===== src/rtl/rv_core_pkg.sv =====
// rtl/rv_core_pkg.sv - shared core widths and the fetch queue entry type.
package rv_core_pkg;

   localparam int XLEN        = 32;
   localparam int INSTR_BYTES = 4;

   typedef struct packed {
      logic [XLEN-1:0] pc;
      logic [XLEN-1:0] instr;
   } fetch_entry_t;

endpackage


===== src/rtl/fetch_queue.sv =====
// rtl/fetch_queue.sv - circular buffer of fetched {pc, instr} entries.
// Flush has priority over push/pop; head outputs come straight from registered storage.
module fetch_queue
   import rv_core_pkg::*;
#(
   parameter int DEPTH = 2
) (
   input  logic                    clock,
   input  logic                    reset,
   input  logic                    push,
   input  logic [XLEN-1:0]         push_pc,
   input  logic [XLEN-1:0]         push_instr,
   input  logic                    pop,
   input  logic                    flush,
   output logic [$clog2(DEPTH):0]  count,
   output logic [XLEN-1:0]         head_pc,
   output logic [XLEN-1:0]         head_instr
);

   localparam int PW = $clog2(DEPTH);

   fetch_entry_t  mem_q [DEPTH];
   fetch_entry_t  mem_d [DEPTH];
   logic [PW-1:0] head_q, head_d;
   logic [PW-1:0] tail_q, tail_d;
   logic [PW:0]   count_q, count_d;

   always_comb begin
      mem_d   = mem_q;
      head_d  = head_q;
      tail_d  = tail_q;
      count_d = count_q;
      if (flush) begin
         head_d  = '0;
         tail_d  = '0;
         count_d = '0;
      end else begin
         if (push) begin
            mem_d[tail_q] = '{pc: push_pc, instr: push_instr};
            tail_d        = tail_q + 1'b1;
         end
         if (pop) begin
            head_d = head_q + 1'b1;
         end
         case ({push, pop})
            2'b10:   count_d = count_q + 1'b1;
            2'b01:   count_d = count_q - 1'b1;
            default: count_d = count_q;
         endcase
      end
   end

   always_ff @(posedge clock or posedge reset) begin
      if (reset) begin
         for (int i = 0; i < DEPTH; i++) begin
            mem_q[i] <= '0;
         end
         head_q  <= '0;
         tail_q  <= '0;
         count_q <= '0;
      end else begin
         mem_q   <= mem_d;
         head_q  <= head_d;
         tail_q  <= tail_d;
         count_q <= count_d;
      end
   end

   assign count      = count_q;
   assign head_pc    = mem_q[head_q].pc;
   assign head_instr = mem_q[head_q].instr;

endmodule


===== src/rtl/fetch_stage.sv =====
// rtl/fetch_stage.sv - instruction fetch front end: PC, one in-flight read, decode queue.
// A read is only issued when the queue is guaranteed a free slot for its return.
module fetch_stage
   import rv_core_pkg::*;
#(
   parameter logic [31:0] RESET_PC = 32'h0000_0000,
   parameter int          DEPTH    = 2
) (
   input  logic        clock,
   input  logic        reset,
   output logic [31:0] imem_pc,
   input  logic [31:0] imem_data,
   input  logic        redirect_valid,
   input  logic [31:0] redirect_pc,
   output logic        dec_valid,
   input  logic        dec_ready,
   output logic [31:0] dec_instr,
   output logic [31:0] dec_pc
);

   localparam int          CW      = $clog2(DEPTH) + 1;
   localparam logic [CW:0] DEPTH_W = (CW + 1)'(DEPTH);
   localparam logic [XLEN-1:0] ALIGN_MASK = ~(XLEN'(INSTR_BYTES - 1));

   logic [XLEN-1:0] fetch_pc_q, fetch_pc_d;
   logic [XLEN-1:0] inflight_pc_q, inflight_pc_d;
   logic            inflight_valid_q, inflight_valid_d;

   logic [CW-1:0] count;
   logic [CW:0]   credit_used;
   logic          pop;
   logic          push;
   logic          issue;

   assign dec_valid   = (count != '0);
   assign pop         = dec_valid & dec_ready;
   // A redirect kills the returning word, so it never lands in the flushed queue.
   assign push        = inflight_valid_q & ~redirect_valid;
   assign credit_used = {1'b0, count} + {{CW{1'b0}}, inflight_valid_q} - {{CW{1'b0}}, pop};
   assign issue       = ~redirect_valid & (credit_used < DEPTH_W);

   always_comb begin
      fetch_pc_d       = fetch_pc_q;
      inflight_pc_d    = inflight_pc_q;
      inflight_valid_d = 1'b0;
      if (redirect_valid) begin
         fetch_pc_d = redirect_pc & ALIGN_MASK;
      end else if (issue) begin
         inflight_valid_d = 1'b1;
         inflight_pc_d    = fetch_pc_q;
         fetch_pc_d       = fetch_pc_q + XLEN'(INSTR_BYTES);
      end
   end

   always_ff @(posedge clock or posedge reset) begin
      if (reset) begin
         fetch_pc_q       <= RESET_PC & ALIGN_MASK;
         inflight_pc_q    <= '0;
         inflight_valid_q <= 1'b0;
      end else begin
         fetch_pc_q       <= fetch_pc_d;
         inflight_pc_q    <= inflight_pc_d;
         inflight_valid_q <= inflight_valid_d;
      end
   end

   assign imem_pc = fetch_pc_q;

   fetch_queue #(
      .DEPTH (DEPTH)
   ) u_queue (
      .clock      (clock),
      .reset      (reset),
      .push       (push),
      .push_pc    (inflight_pc_q),
      .push_instr (imem_data),
      .pop        (pop),
      .flush      (redirect_valid),
      .count      (count),
      .head_pc    (dec_pc),
      .head_instr (dec_instr)
   );

endmodule


===== config.mk =====
export PLATFORM = sky130hd
export DESIGN_NAME = fetch_stage
export DESIGN_NICKNAME = d
export VERILOG_FILES = /design/src/rtl/rv_core_pkg.sv /design/src/rtl/fetch_queue.sv /design/src/rtl/fetch_stage.sv
export SDC_FILE = /design/constraint.sdc
export NUM_CORES = 1
export LEC_CHECK = 0
export CAP_MARGIN = 10
export CORE_MARGIN = 2
export CORE_UTILIZATION = 25
export CTS_CLUSTER_DIAMETER = 80
export DETAILED_ROUTE_END_ITERATION = 10
export SLEW_MARGIN = 10
export SYNTH_ARGS = -nofsm -noshare
export SYNTH_HDL_FRONTEND = slang
export SYNTH_SLANG_ARGS = --single-unit
export TNS_END_PERCENT = 10

===== constraint.sdc =====
create_clock -name clock -period 14.9 [get_ports clock]
set_input_delay 2.98 -clock clock [delete_from_list [all_inputs] [get_ports clock]]
set_output_delay 2.98 -clock clock [all_outputs]
set_load 0.005 [all_outputs]

==> results.yml <==
clock_network:
  htree_levels: 4
  ctsResizeCount: 0
  cts_max_path_buffers: 2
  clockRootBuffer: "clkbuf_16"
  clk_pin_slew_ns: 0.08
  cts_hold_buffers: 0
  cts_tree: "done"
  cts.sinks: 189
  cts_made_buffers: 17
  insertion_delay_ns: 0.44
  post_cts_buffers: 0
die:
  coreArea_sq_um: 33400
  die_x_microns: 188
  rows: 67
  fp.dieArea_sq_um: 35400
  initial_utilization_pct: 25.4
  die_y_microns: 188
  ios: 165
power_and_ir_drop:
  netSwitchingFraction_pct: 29.9
  power_density_nw_per_um2: 191
  peakVddDrop_v: 0.0000852
  p_int_mw: 1.49
  clockPowerShare_pct: 21.3
  p_leak_nw: 4.41
  p_sw_uw: 633
  share_comb_of_total_power_pct: 37.5
  sequentialPowerShare_pct: 41.2
setup_path:
  worstSetupPathType: "input pin to flop"
  startpoint_type: "input pin"
  crit_required_ns: 15.27
  cp_common_cell: "or4_1"
  cp.arrival_ns: 6.34
  critPathMaxFanout: 19
  max_stage_delay_ns: 0.90
  critPathBufInv: 2
  endpoint_kind: "flop"
  crit_chain: "clkdlybuf4s50_1 -> nand2_1 -> inv_1 -> ha_1 -> nand2b_1 -> fa_1 -> xor2_2 -> or4_1 -> or4_1 -> a31oi_1"
  slowest_stage: "or4_1"
  cpLargestDelayFamily: "simple AND/OR/NAND/NOR gates"
logic_synthesis:
  ys_seq_area_share_pct: 55.7
  yosys.cell_count.top_type: "mux2_2"
  ys_ff_latch: 189
  netlist.area_leader.share_pct: 55.7
  synth_commonest_cells: "mux2_2, dfrtp_1, clkbuf_1, nand2_1, nor2_1"
  syn_area_sq_um: 8480
  synth_edf_count: 0
  ys_types: 41
  synth_ff_type: "dfrtp_1"
  synthCells: 635
  synthTopCellsByArea: "dfrtp_1, mux2_2, or4_1"
  postSynthAreaPerCell_sq_um: 13.4
  yosys.area.top_type: "dfrtp_1"
  yosys_warnings: 0
  async_reset_ff_share_pct: 100
sta:
  timing.final.crit_period_ns: 5.96
  rsz0062_at_grt: "false"
  worst_pin_slew_ns: 1.00
  fin_tns_setup_ns: 0
  setup_slack_ns: 8.94
  slew_headroom_pct: 32.9
  hold_viol_final: 0
  fmax_mhz: 168
  slew_violations: 0
  fin_skew_ns: 0.0147
  setup_violations: 0
  post-route-period-util_pct: 40.0
  timing.hold.ws_ns: 0.503
place:
  place_hpwl_microns: 12900
  place.port_buffers: 158
  dpl.cell_count: 1207
  pre_cts_ws_ns: 8.46
  place_congestion: 0.713
final_layout:
  final_nets: 849
  fin_util_pct: 33.2
  drive_gt1_share_pct: 33.5
  fillers: 3320
  antennaDiodeCount: 0
  area_growth_pct: 30.9
  final_cell_count_no_fill: 1239
route:
  vias: 5564
  post_drt_wl_per_cell_microns: 16.2
  viasPerCell: 4.49
  drt_iter0_drc: 270
  drcViolationCount: 0
  drt_pass1_iterations: 4
  routed_wl_microns: 20000
  ant_nets: 0
run:
  cap_violations: 0
global_routing:
  antenna_found_initial: 0
  gr-total-overflow: 0
  track_usage_pct: 11.7
  grt_pass1_wl_microns: 32500
  grt_max_degree: 136
  grt_pass1_vias: 5719
worst_hold_path:
  hold_path_class: "flop to flop"
outcome:
  status: "complete, no violations"
## worst reg2reg max path: stages (launching register included)
cell      delay, ns
dfrtp_1        0.48
or2_2          0.33
nand2_1        0.16
inv_1          0.06
ha_1           0.26
nand2b_1       0.15
fa_1           0.41
xor2_2         0.22
or4_1          0.90
or4_1          0.59
a31oi_1        0.16
## layer usage
metal  part of all wire [%]  vias to the layer above  GRT usage, %
li1                       -                     2593             -
met1                     49                     2832          16.4
met2                     45                      126          18.0
met3                    4.4                       13          2.68
met4                    1.2                        0          3.63
met5                      0                        -             0
## power by group through the flow
stage | clock network [mW] | registers, mW | logic [mW]
CTS | 0.472 | 0.876 | 0.814
global route | 0.491 | 0.910 | 0.863
global placement | 0 | 0.875 | 0.800
finish | 0.451 | 0.874 | 0.795
detailed placement | 0 | 0.886 | 0.809
floorplan | 0 | 0.832 | 0.479
## final timing paths
kind / start / end / slack, ns / cells after the start
max: dec_ready / imem_pc[18]$_DFFE_PP0P_ / 8.94 / 10
min: u_queue.mem_q[1]$_DFFE_PP0P_ / u_queue.mem_q[1]$_DFFE_PP0P_ / 0.50 / 1
max reg2reg: u_queue.count[1]$_DFFE_PP0P_ / imem_pc[18]$_DFFE_PP0P_ / 11.12 / 10
min reg2reg: u_queue.mem_q[1]$_DFFE_PP0P_ / u_queue.mem_q[1]$_DFFE_PP0P_ / 0.50 / 1
max in group asynchronous: reset / u_queue.head_q$_DFFE_PP0P_ / 10.37 / 3
min in group asynchronous: reset / u_queue.mem_q[80]$_DFFE_PP0P_ / 3.13 / 2
## kinds of logic after synthesis
| family | synth area share (%) |
|---|---|
| mux | 28.8 |
| compound gates | 4.07 |
| buf+inv | 2.60 |
| fa+ha+maj | 0.531 |
| simple gates | 6.90 |
| xor+xnor | 1.33 |
| flops | 55.7 |
| other cells | 0.0442 |
## per-stage QoR
step	total power, mW	area, sq um
6_report	2.12	11100
3_3_place_gp	1.67	10500
4_1_cts	2.16	11100
2_1_floorplan	1.31	8500
3_5_place_dp	1.70	10500
5_1_grt	2.26	11100
## flip-flops by register name, summed over array words and instances (netlist names)
name / cells
u_queue.head_q: 1
u_queue.count: 2
inflight_valid_q: 1
inflight_pc_q: 30
imem_pc: 30
u_queue.mem_q: 124
u_queue.tail_q: 1
## cell type report
cell class              count  area (sq um)  share of cell area, %
multi-input cells         397          3570                   32.2
clock inverters            14           146                   1.32
well taps                 448           561                   5.05
clock buffers              18           429                   3.86
flip-flops and latches    189          4730                   42.6
repair buffers            164          1630                   14.6
inverters                   9          41.3                  0.372
## cell usage in the layout (no fill, tap or decap), types with 3 or more instances in the layout
cell / synthesis / final
inv_1: 9 / 8
or2_2: 4 / 4
nand3_1: 14 / 13
nand4_1: 5 / 5
xnor2_1: 9 / 9
o21ai_0: 12 / 12
dfrtp_1: 189 / 188
buf_4: 4 / 6
nand2_1: 26 / 26
nor2_1: 23 / 22
nor4_1: 3 / 3
conb_1: 1 / 4
inv_6: 0 / 4
clkbuf_16: 0 / 17
mux2_2: 216 / 216
and4_1: 3 / 3
inv_8: 0 / 5
a31oi_1: 16 / 16
o311ai_0: 3 / 3
or4_1: 17 / 17
clkinv_4: 0 / 3
clkdlybuf4s50_1: 0 / 158
o31ai_1: 13 / 13
Note: power is estimated with default switching activity, not from simulation.
